==> config.mk <==
export PLATFORM = sky130hd
export DESIGN_NAME = mc_main_ctrl
export DESIGN_NICKNAME = d
export VERILOG_FILES = /design/src/rtl/mc_main_ctrl.sv
export SDC_FILE = /design/constraint.sdc
export NUM_CORES = 1
export LEC_CHECK = 0
export BUFFER_PORTS_ARGS = -buffer_cell sky130_fd_sc_hd__buf_2
export CORE_ASPECT_RATIO = 0.75
export CORE_MARGIN = 2
export CORE_UTILIZATION = 44
export DETAILED_ROUTE_END_ITERATION = 10
export PLACE_DENSITY = 0.76
export SYNTH_ARGS = -nofsm -noshare
export SYNTH_HDL_FRONTEND = slang
export SYNTH_SLANG_ARGS = --single-unit
==> constraint.sdc <==
create_clock -name clk -period 1.7 [get_ports clk]
set_clock_uncertainty 0.1 [all_clocks]
set_input_delay 0.085 -clock clk [delete_from_list [all_inputs] [get_ports clk]]
set_output_delay 0.085 -clock clk [all_outputs]
set_load 0.01 [all_outputs]
==> src/rtl/mc_main_ctrl.sv <==
// mc_main_ctrl: main control FSM of the multicycle MIPS datapath.
// Steps each instruction through fetch, decode, execute, memory and
// writeback, and drives every datapath enable and mux select.
// Apart from illegal, all outputs are decoded from the state register.
//
// Ports:
//   clk, rst        clock (rising edge), asynchronous active-high reset
//   opcode/funct/rt instruction fields from IR, sampled in DECODE
//   pc_write, pc_write_cond, pc_source     PC load control
//   iord, mem_read, mem_write, ir_write    memory / IR control
//   reg_write, reg_dst, mem_to_reg         register file write control
//   alu_src_a, alu_src_b, ext_zero, aluop  ALU operand / operation control
//   inst_done   last cycle of an instruction
//   illegal     one-cycle pulse in DECODE on an unsupported instruction
//   halted      high while trapped in HALT (ILLEGAL_TRAP = 1)
module mc_main_ctrl #(
  parameter bit ILLEGAL_TRAP = 1'b0
) (
  input  logic       clk,
  input  logic       rst,
  input  logic [5:0] opcode,
  input  logic [5:0] funct,
  input  logic [4:0] rt,
  output logic       pc_write,
  output logic       pc_write_cond,
  output logic       iord,
  output logic       mem_read,
  output logic       mem_write,
  output logic       ir_write,
  output logic       reg_write,
  output logic [1:0] reg_dst,
  output logic [1:0] mem_to_reg,
  output logic       alu_src_a,
  output logic [1:0] alu_src_b,
  output logic       ext_zero,
  output logic [1:0] pc_source,
  output logic [3:0] aluop,
  output logic       inst_done,
  output logic       illegal,
  output logic       halted
);

  typedef enum logic [3:0] {
    FETCH    = 4'h0,
    DECODE   = 4'h1,
    MEM_ADDR = 4'h2,
    MEM_RD   = 4'h3,
    MEM_WB   = 4'h4,
    MEM_WR   = 4'h5,
    R_EX     = 4'h6,
    R_WB     = 4'h7,
    I_EX     = 4'h8,
    I_WB     = 4'h9,
    BRANCH   = 4'hA,
    JUMP     = 4'hB,
    JAL      = 4'hC,
    JR       = 4'hD,
    JALR     = 4'hE,
    HALT     = 4'hF
  } state_e;

  state_e     state_q, state_d;
  // Instruction attributes captured in DECODE so later states ignore IR.
  logic [3:0] aluop_q, aluop_d;
  logic       ext_q, ext_d;
  logic       lw_q, lw_d;

  state_e     dec_state;
  logic [3:0] dec_aluop;
  logic       dec_ext;
  logic       dec_ill;

  // Instruction dispatch from the current IR fields.
  always_comb begin
    dec_state = FETCH;
    dec_aluop = '0;
    dec_ext   = 1'b0;
    dec_ill   = 1'b0;
    case (opcode)
      6'h23, 6'h2B: dec_state = MEM_ADDR;
      6'h00: begin
        case (funct)
          6'h08:   dec_state = JR;
          6'h09:   dec_state = JALR;
          default: dec_state = R_EX;
        endcase
      end
      6'h01: begin
        if (rt == 5'd0) begin
          dec_state = BRANCH;
          dec_aluop = 4'hE;
        end else if (rt == 5'd1) begin
          dec_state = BRANCH;
          dec_aluop = 4'hF;
        end else begin
          dec_ill = 1'b1;
        end
      end
      6'h02: dec_state = JUMP;
      6'h03: dec_state = JAL;
      6'h04: begin dec_state = BRANCH; dec_aluop = 4'h1; end
      6'h05: begin dec_state = BRANCH; dec_aluop = 4'hB; end
      6'h06: begin dec_state = BRANCH; dec_aluop = 4'hD; end
      6'h07: begin dec_state = BRANCH; dec_aluop = 4'hC; end
      6'h08: begin dec_state = I_EX; dec_aluop = 4'h3; end
      6'h09: begin dec_state = I_EX; dec_aluop = 4'h4; end
      6'h0A: begin dec_state = I_EX; dec_aluop = 4'h9; end
      6'h0B: begin dec_state = I_EX; dec_aluop = 4'hA; end
      6'h0C: begin dec_state = I_EX; dec_aluop = 4'h5; dec_ext = 1'b1; end
      6'h0D: begin dec_state = I_EX; dec_aluop = 4'h6; dec_ext = 1'b1; end
      6'h0E: begin dec_state = I_EX; dec_aluop = 4'h7; dec_ext = 1'b1; end
      6'h0F: begin dec_state = I_EX; dec_aluop = 4'h8; end
      default: dec_ill = 1'b1;
    endcase
    if (dec_ill) begin
      if (ILLEGAL_TRAP) dec_state = HALT;
      else              dec_state = FETCH;
    end
  end

  always_comb begin
    state_d = state_q;
    aluop_d = aluop_q;
    ext_d   = ext_q;
    lw_d    = lw_q;
    case (state_q)
      FETCH:  state_d = DECODE;
      DECODE: begin
        state_d = dec_state;
        aluop_d = dec_aluop;
        ext_d   = dec_ext;
        lw_d    = (opcode == 6'h23);
      end
      MEM_ADDR: begin
        if (lw_q) state_d = MEM_RD;
        else      state_d = MEM_WR;
      end
      MEM_RD:  state_d = MEM_WB;
      R_EX:    state_d = R_WB;
      I_EX:    state_d = I_WB;
      HALT:    state_d = HALT;
      default: state_d = FETCH;
    endcase
  end

  always_ff @(posedge clk or posedge rst) begin
    if (rst) begin
      state_q <= FETCH;
      aluop_q <= '0;
      ext_q   <= 1'b0;
      lw_q    <= 1'b0;
    end else begin
      state_q <= state_d;
      aluop_q <= aluop_d;
      ext_q   <= ext_d;
      lw_q    <= lw_d;
    end
  end

  // Outputs are gated by rst directly so no strobe survives the reset cycle.
  always_comb begin
    pc_write      = 1'b0;
    pc_write_cond = 1'b0;
    iord          = 1'b0;
    mem_read      = 1'b0;
    mem_write     = 1'b0;
    ir_write      = 1'b0;
    reg_write     = 1'b0;
    reg_dst       = 2'b00;
    mem_to_reg    = 2'b00;
    alu_src_a     = 1'b0;
    alu_src_b     = 2'b00;
    ext_zero      = 1'b0;
    pc_source     = 2'b00;
    aluop         = '0;
    inst_done     = 1'b0;
    illegal       = 1'b0;
    halted        = 1'b0;
    if (!rst) begin
      case (state_q)
        FETCH: begin
          mem_read  = 1'b1;
          ir_write  = 1'b1;
          pc_write  = 1'b1;
          alu_src_b = 2'b01;
        end
        DECODE: begin
          alu_src_b = 2'b11;
          illegal   = dec_ill;
        end
        MEM_ADDR: begin
          alu_src_a = 1'b1;
          alu_src_b = 2'b10;
        end
        MEM_RD: begin
          mem_read = 1'b1;
          iord     = 1'b1;
        end
        MEM_WB: begin
          reg_write  = 1'b1;
          mem_to_reg = 2'b01;
          inst_done  = 1'b1;
        end
        MEM_WR: begin
          mem_write = 1'b1;
          iord      = 1'b1;
          inst_done = 1'b1;
        end
        R_EX: begin
          alu_src_a = 1'b1;
          aluop     = 4'h2;
        end
        R_WB: begin
          reg_write = 1'b1;
          reg_dst   = 2'b01;
          inst_done = 1'b1;
        end
        I_EX: begin
          alu_src_a = 1'b1;
          alu_src_b = 2'b10;
          aluop     = aluop_q;
          ext_zero  = ext_q;
        end
        I_WB: begin
          reg_write = 1'b1;
          inst_done = 1'b1;
        end
        BRANCH: begin
          alu_src_a     = 1'b1;
          pc_write_cond = 1'b1;
          pc_source     = 2'b01;
          aluop         = aluop_q;
          inst_done     = 1'b1;
        end
        JUMP: begin
          pc_write  = 1'b1;
          pc_source = 2'b10;
          inst_done = 1'b1;
        end
        JAL: begin
          pc_write   = 1'b1;
          pc_source  = 2'b10;
          reg_write  = 1'b1;
          reg_dst    = 2'b10;
          mem_to_reg = 2'b10;
          inst_done  = 1'b1;
        end
        JR: begin
          pc_write  = 1'b1;
          pc_source = 2'b11;
          inst_done = 1'b1;
        end
        JALR: begin
          pc_write   = 1'b1;
          pc_source  = 2'b11;
          reg_write  = 1'b1;
          reg_dst    = 2'b01;
          mem_to_reg = 2'b10;
          inst_done  = 1'b1;
        end
        HALT: halted = 1'b1;
        default: ;
      endcase
    end
  end

endmodule

After elaboration in Yosys (flattened, before gate mapping)
Index checks and enable logic that the tools add are counted.
{"block": "word_totals", "regBits": 10}
{"block": "classes", "eq_ne": 35, "muxes": 48, "reduce_logical": 20}
{"cell": "$eq A6 B4 Y1 const B", "count": 10}
{"cell": "$pmux W4 S7", "count": 2}
{"cell": "$pmux W4 S13", "count": 1}
{"cell": "$eq A4 B4 Y1 const B", "count": 8}
{"cell": "$mux W1", "count": 27}
{"cell": "$eq A6 B3 Y1 const B", "count": 4}
{"cell": "$mux W4", "count": 6}
{"cell": "$reduce_or A2 Y1", "count": 9}
{"cell": "$reduce_or A17 Y1", "count": 1}
{"cell": "$eq A4 B3 Y1 const B", "count": 4}
{"cell": "$pmux W4 S2", "count": 2}
{"cell": "$eq A6 B2 Y1 const B", "count": 2}
{"cell": "$eq A6 B6 Y1 const B", "count": 2}
{"cell": "$pmux W2 S3", "count": 2}
{"cell": "$reduce_or A5 Y1", "count": 2}
{"cell": "$reduce_or A9 Y1", "count": 1}
{"cell": "$eq A4 B2 Y1 const B", "count": 2}
{"cell": "$mux W2", "count": 4}
{"cell": "$pmux W2 S2", "count": 2}
{"cell": "$reduce_or A4 Y1", "count": 2}
{"cell": "$reduce_or A8 Y1", "count": 1}
{"cell": "$eq A6 B1 Y1 const B", "count": 1}
{"cell": "$logic_not A6 Y1", "count": 1}
{"cell": "$eq A5 B1 Y1 const B", "count": 1}
{"cell": "6 further kinds", "count": 6}

Depth between registers and ports, before layout
{"block": "logic_depth", "word_depth": 6, "mapped_depth": 6, "depth_no_buf": 4}

Worst setup path before layout
Ideal clock, no wire load.
{"block": "synth_timing", "kind": "register -> output", "startpoint": "register state_q[3]", "endpoint": "output alu_src_b[1]", "t_arrival_ns": 1.525, "required_ns": 1.515, "setup_slack_ns": -0.010, "path_stages_with_launch": 4, "cell_sequence": "dfrtp_1 -> clkbuf_1 -> or2_2 -> a2111oi_0"}
{"block": "synth_between", "elab_chain_len": 4}
{"item": "start: declaration", "line": "62", "rtl": "state_e state_q, state_d;"}
{"item": "start signal: assignment", "line": "153", "rtl": "state_q <= state_d;"}
{"item": "$eq A4 B4 Y1 / $eq A4 B2 Y1 (equally long branches)", "line": "180", "rtl": "case (state_q)"}
{"item": "$reduce_or A2 Y1 (no line)"}
{"item": "$pmux W2 S3 *", "line": "180"}
{"item": "$mux W2 *", "line": "179", "rtl": "if (!rst) begin"}
{"item": "end: declaration", "line": "34", "rtl": "output logic [1:0] alu_src_b,"}
Every way passes the cells marked *; elsewhere a longest branch is shown, timed or not.

Worst setup path in the final report
{"block": "layout_timing", "startpoint": "register state_q[3]", "endpoint": "output reg_write"}
{"block": "layout_between", "elab_chain_len": 4}
{"item": "$eq A4 B4 Y1 / $eq A4 B3 Y1 (equally long branches)", "line": "180"}
{"item": "$reduce_or A5 Y1 (no line) *"}
{"item": "$mux W1 *", "line": "180"}
{"item": "$mux W1 *", "line": "179"}
{"item": "end: declaration", "line": "30", "rtl": "output logic reg_write,"}
Marks and branches as above.

==> flow_summary_export.csv <==
group,metric,value,unit
status,outcome,"finished, violations left",
status,violations,"negative setup slack",
global_routing,grt_pass1_vias,1205,
clock_network,numCtsBuffers,3,
min_path,hp-class,"in -> reg",
setup_path,crit_arrival,1.65,ns
logic_synthesis,syn_inst,166,
placement,hpwl,2620,um
setup_path,crit_top_cell,"buf_6",
global_routing,grt_pass1_wl,5620,um
clock_network,cts_sinks,10,
power,p_leak,0.770,nW
detailed_routing,viasPerCell,5.91,
setup_path,worstPathMaxFanout,5,
placement,dp.cells,238,
setup_path,slowest_stage,"dfrtp_2",
detailed_routing,drtPass1Iterations,5,
clock_network,clock_latency,0.29,ns
placement,routabilityCongestion,0.948,
clock_network,clkTransAtPathRegs,0.09,ns
setup_path,required,1.51,ns
setup_path,critical_path_class,"reg -> out",
sta,worst_slew_pin_slew,0.497,ns
placement,io_buffers,42,
flow_run,cap_violations,0,
logic_synthesis,ys_warn_count,0,
sta,fmax,546,MHz
logic_synthesis,ys_ff_latch,10,
sta,finalCriticalPeriod,1.83,ns
sta,fin_crit_sh,1.08,
power,p_per_area,1210,nW/um2
power,finalPower,2.00,mW
sta,grt_setup_unrepaired,"true",
setup_path,crit_path_end_kind,"primary output",
floorplan,die_w,62.7,um
logic_synthesis,synth_area_per_cell,6.86,um2
sta,final_max_slew_viol_count,0,
clock_network,cts_buffer_depth,2,
global_routing,antenna_found_initial,0,
clock_network,cts_max_level,1,
floorplan,initial_core_util,0.478,
global_routing,grt-ovfl-total,0,
detailed_routing,drtIter0Drc,176,
logic_synthesis,seq_area_frac_synth,0.220,
detailed_routing,post_drt_wl_per_cell,15.8,um
floorplan,dieHeight,48.1,um
floorplan,die_area,3010,um2
floorplan,num_io_pins,43,
layout,antenna_cells,0,
detailed_routing,wl,4040,um
clock_network,cts_tree,"yes",
sta,hold_viol_final,0,
global_routing,grt_start_max_net_pins,17,
sta,slew-limit-headroom,0.664,
power,peakVddDrop,0.755,mV
floorplan,core,2380,um2
floorplan,placementRows,15,
logic_synthesis,synth_fp_nets,185,
global_routing,grt_usage,0.244,
detailed_routing,drc_errors,0,
sta,report.final.setup_viol,15,
logic_synthesis,synth_area,1140,um2
setup_path,critPathMaxStageDelay,0.46,ns
detailed_routing,num_vias,1513,
layout,fin_cells,256,
setup_path,cp-start-kind,"register",
layout,fill_cells,186,
logic_synthesis,ys_types,48,
layout,drive_above_1_share,0.455,
clock_network,clockRootBuffer,"clkbuf_4",
setup_path,crit_path_cell_trace,"buf_6 -> buf_6 -> nand3b_1 -> o21ai_1 -> nand2_1 -> a21oi_1 -> buf_2",
detailed_routing,antenna_left,0,
layout,layout.nets,242,
sta,final.setup.worst_slack,-0.130,ns
layout,area_growth_syn_to_layout,45.8,%
placed cells by master, fill, tap and decap left out, types with 3 or more instances in the layout:
| cell | instances |
|---|---|
| inv_1 | 4 |
| a21oi_1 | 8 |
| o21ai_1 | 3 |
| nor3_1 | 9 |
| nand2_1 | 22 |
| a21oi_2 | 3 |
| o21ai_0 | 5 |
| clkbuf_4 | 3 |
| buf_2 | 41 |
| nor3_2 | 5 |
| nand2b_1 | 3 |
| and2_1 | 4 |
| buf_4 | 22 |
| xor2_1 | 3 |
| buf_6 | 5 |
| nor2_1 | 15 |
| o41ai_1 | 3 |
| nand3_1 | 5 |
| dfrtp_1 | 8 |
worst max-delay path: cells and delay by family, from the launching register on:
kind | cells | cell delay, ns
compound gates | 2 | 0.23
buf+inv | 3 | 0.40
flops | 1 | 0.46
simple gates | 2 | 0.26
through the flow:
stage          hold WS [ns]  worst slack, ns  utilization  TNS, ns  area, um2
6_report             0.0729           -0.130        0.697   -0.769       1660
5_1_grt              0.0630           -0.196        0.697    -1.98       1660
3_3_place_gp          0.151           0.0995        0.587        0       1400
2_1_floorplan       0.00870           0.0948            -        0       1140
3_5_place_dp          0.160          0.00706        0.587        0       1400
4_1_cts              0.0376          -0.0318        0.635  -0.0318       1510
final cells by class:
class	count	area (um2)	share of cell area
clock buffer	4	36.3	0.0219
inverter	6	22.5	0.0136
multi-input combinational	132	855	0.515
sequential	10	253	0.152
tap	34	42.5	0.0256
timing repair buffer	70	452	0.272
registers in the layout, indices dropped and copies added (netlist names):
name	count
aluop_q	4
lw_q	1
state_q	4
ext_q	1
layer usage:
layer / global-route usage / vias to the layer above / routed length, um
li1: - / 705 / -
met1: 0.320 / 693 / 1670
met2: 0.415 / 102 / 1920
met3: 0.0541 / 13 / 369
met4: 0.0844 / 0 / 83
met5: 0 / - / 0
logic make-up after synthesis:
| logic type | count (synthesis) | synth area share |
|---|---|---|
| multiplexers | 1 | 0.00879 |
| buffers and inverters | 24 | 0.107 |
| AND/OR/NAND/NOR | 83 | 0.363 |
| XOR/XNOR | 6 | 0.0462 |
| flip-flops | 10 | 0.220 |
| AO/OA/AOI/OAI | 42 | 0.256 |
synth_stat cells (all sizes together):
cell type | instances | area, um2
o41ai | 4 | 42.6
or2 | 3 | 18.8
xnor2 | 3 | 26.3
inv | 6 | 22.5
nand2 | 23 | 86.3
or3 | 2 | 12.5
a211oi | 2 | 15.0
a2bb2oi | 1 | 8.76
nand3b | 1 | 7.51
a22oi | 1 | 7.51
a211o | 2 | 17.5
or4 | 2 | 18.8
a21oi | 11 | 58.8
o221ai | 1 | 8.76
a2111oi | 1 | 8.76
nor2b | 2 | 12.5
buf | 8 | 51.3
a32oi | 1 | 8.76
nand3 | 5 | 25.0
a221oi | 1 | 8.76
and2 | 4 | 25.0
nor4 | 2 | 12.5
clkbuf | 10 | 47.5
mux2i | 1 | 10.0
dfrtp | 10 | 250
o22ai | 2 | 12.5
o311ai | 2 | 17.5
nand2b | 3 | 18.8
nand4 | 2 | 12.5
o2111ai | 1 | 8.76
nor3 | 14 | 70.1
or4b | 2 | 20.0
nor2 | 17 | 63.8
and3b | 1 | 8.76
xor2 | 3 | 26.3
o21ai | 9 | 45.0
o21bai | 1 | 7.51
o31ai | 2 | 15.0
timing repair:
item,4_1_cts,5_1_grt
pin swaps,0,10
setup endpoints to repair,18,22
gates cloned,0,0
hold endpoints to repair,10,0
hold buffers,1,0
gates resized for setup,12,29
setup buffers,5,8
power by group:
group	internal [mW]	switching [mW]	leakage [nW]
Combinational	0.633	0.739	0.618
Sequential	0.314	0.0821	0.132
Clock	0.130	0.104	0.0210
Total	1.08	0.925	0.770
final timing paths:
path	slack, ns	startpoint	to	depth (start not counted)
setup / recovery	-0.13	state_q[3]	reg_write	7
hold / removal	0.07	opcode[5]	state_q[2]	3
setup reg to reg	0	state_q[3]	state_q[1]	5
hold reg to reg	0.40	aluop_q[0]	aluop_q[0]	2
max in group asynchronous	0.94	rst	aluop_q[3]	4
min in group asynchronous	0.39	rst	state_q[0]	4
Power figures use the tool's default switching activity.
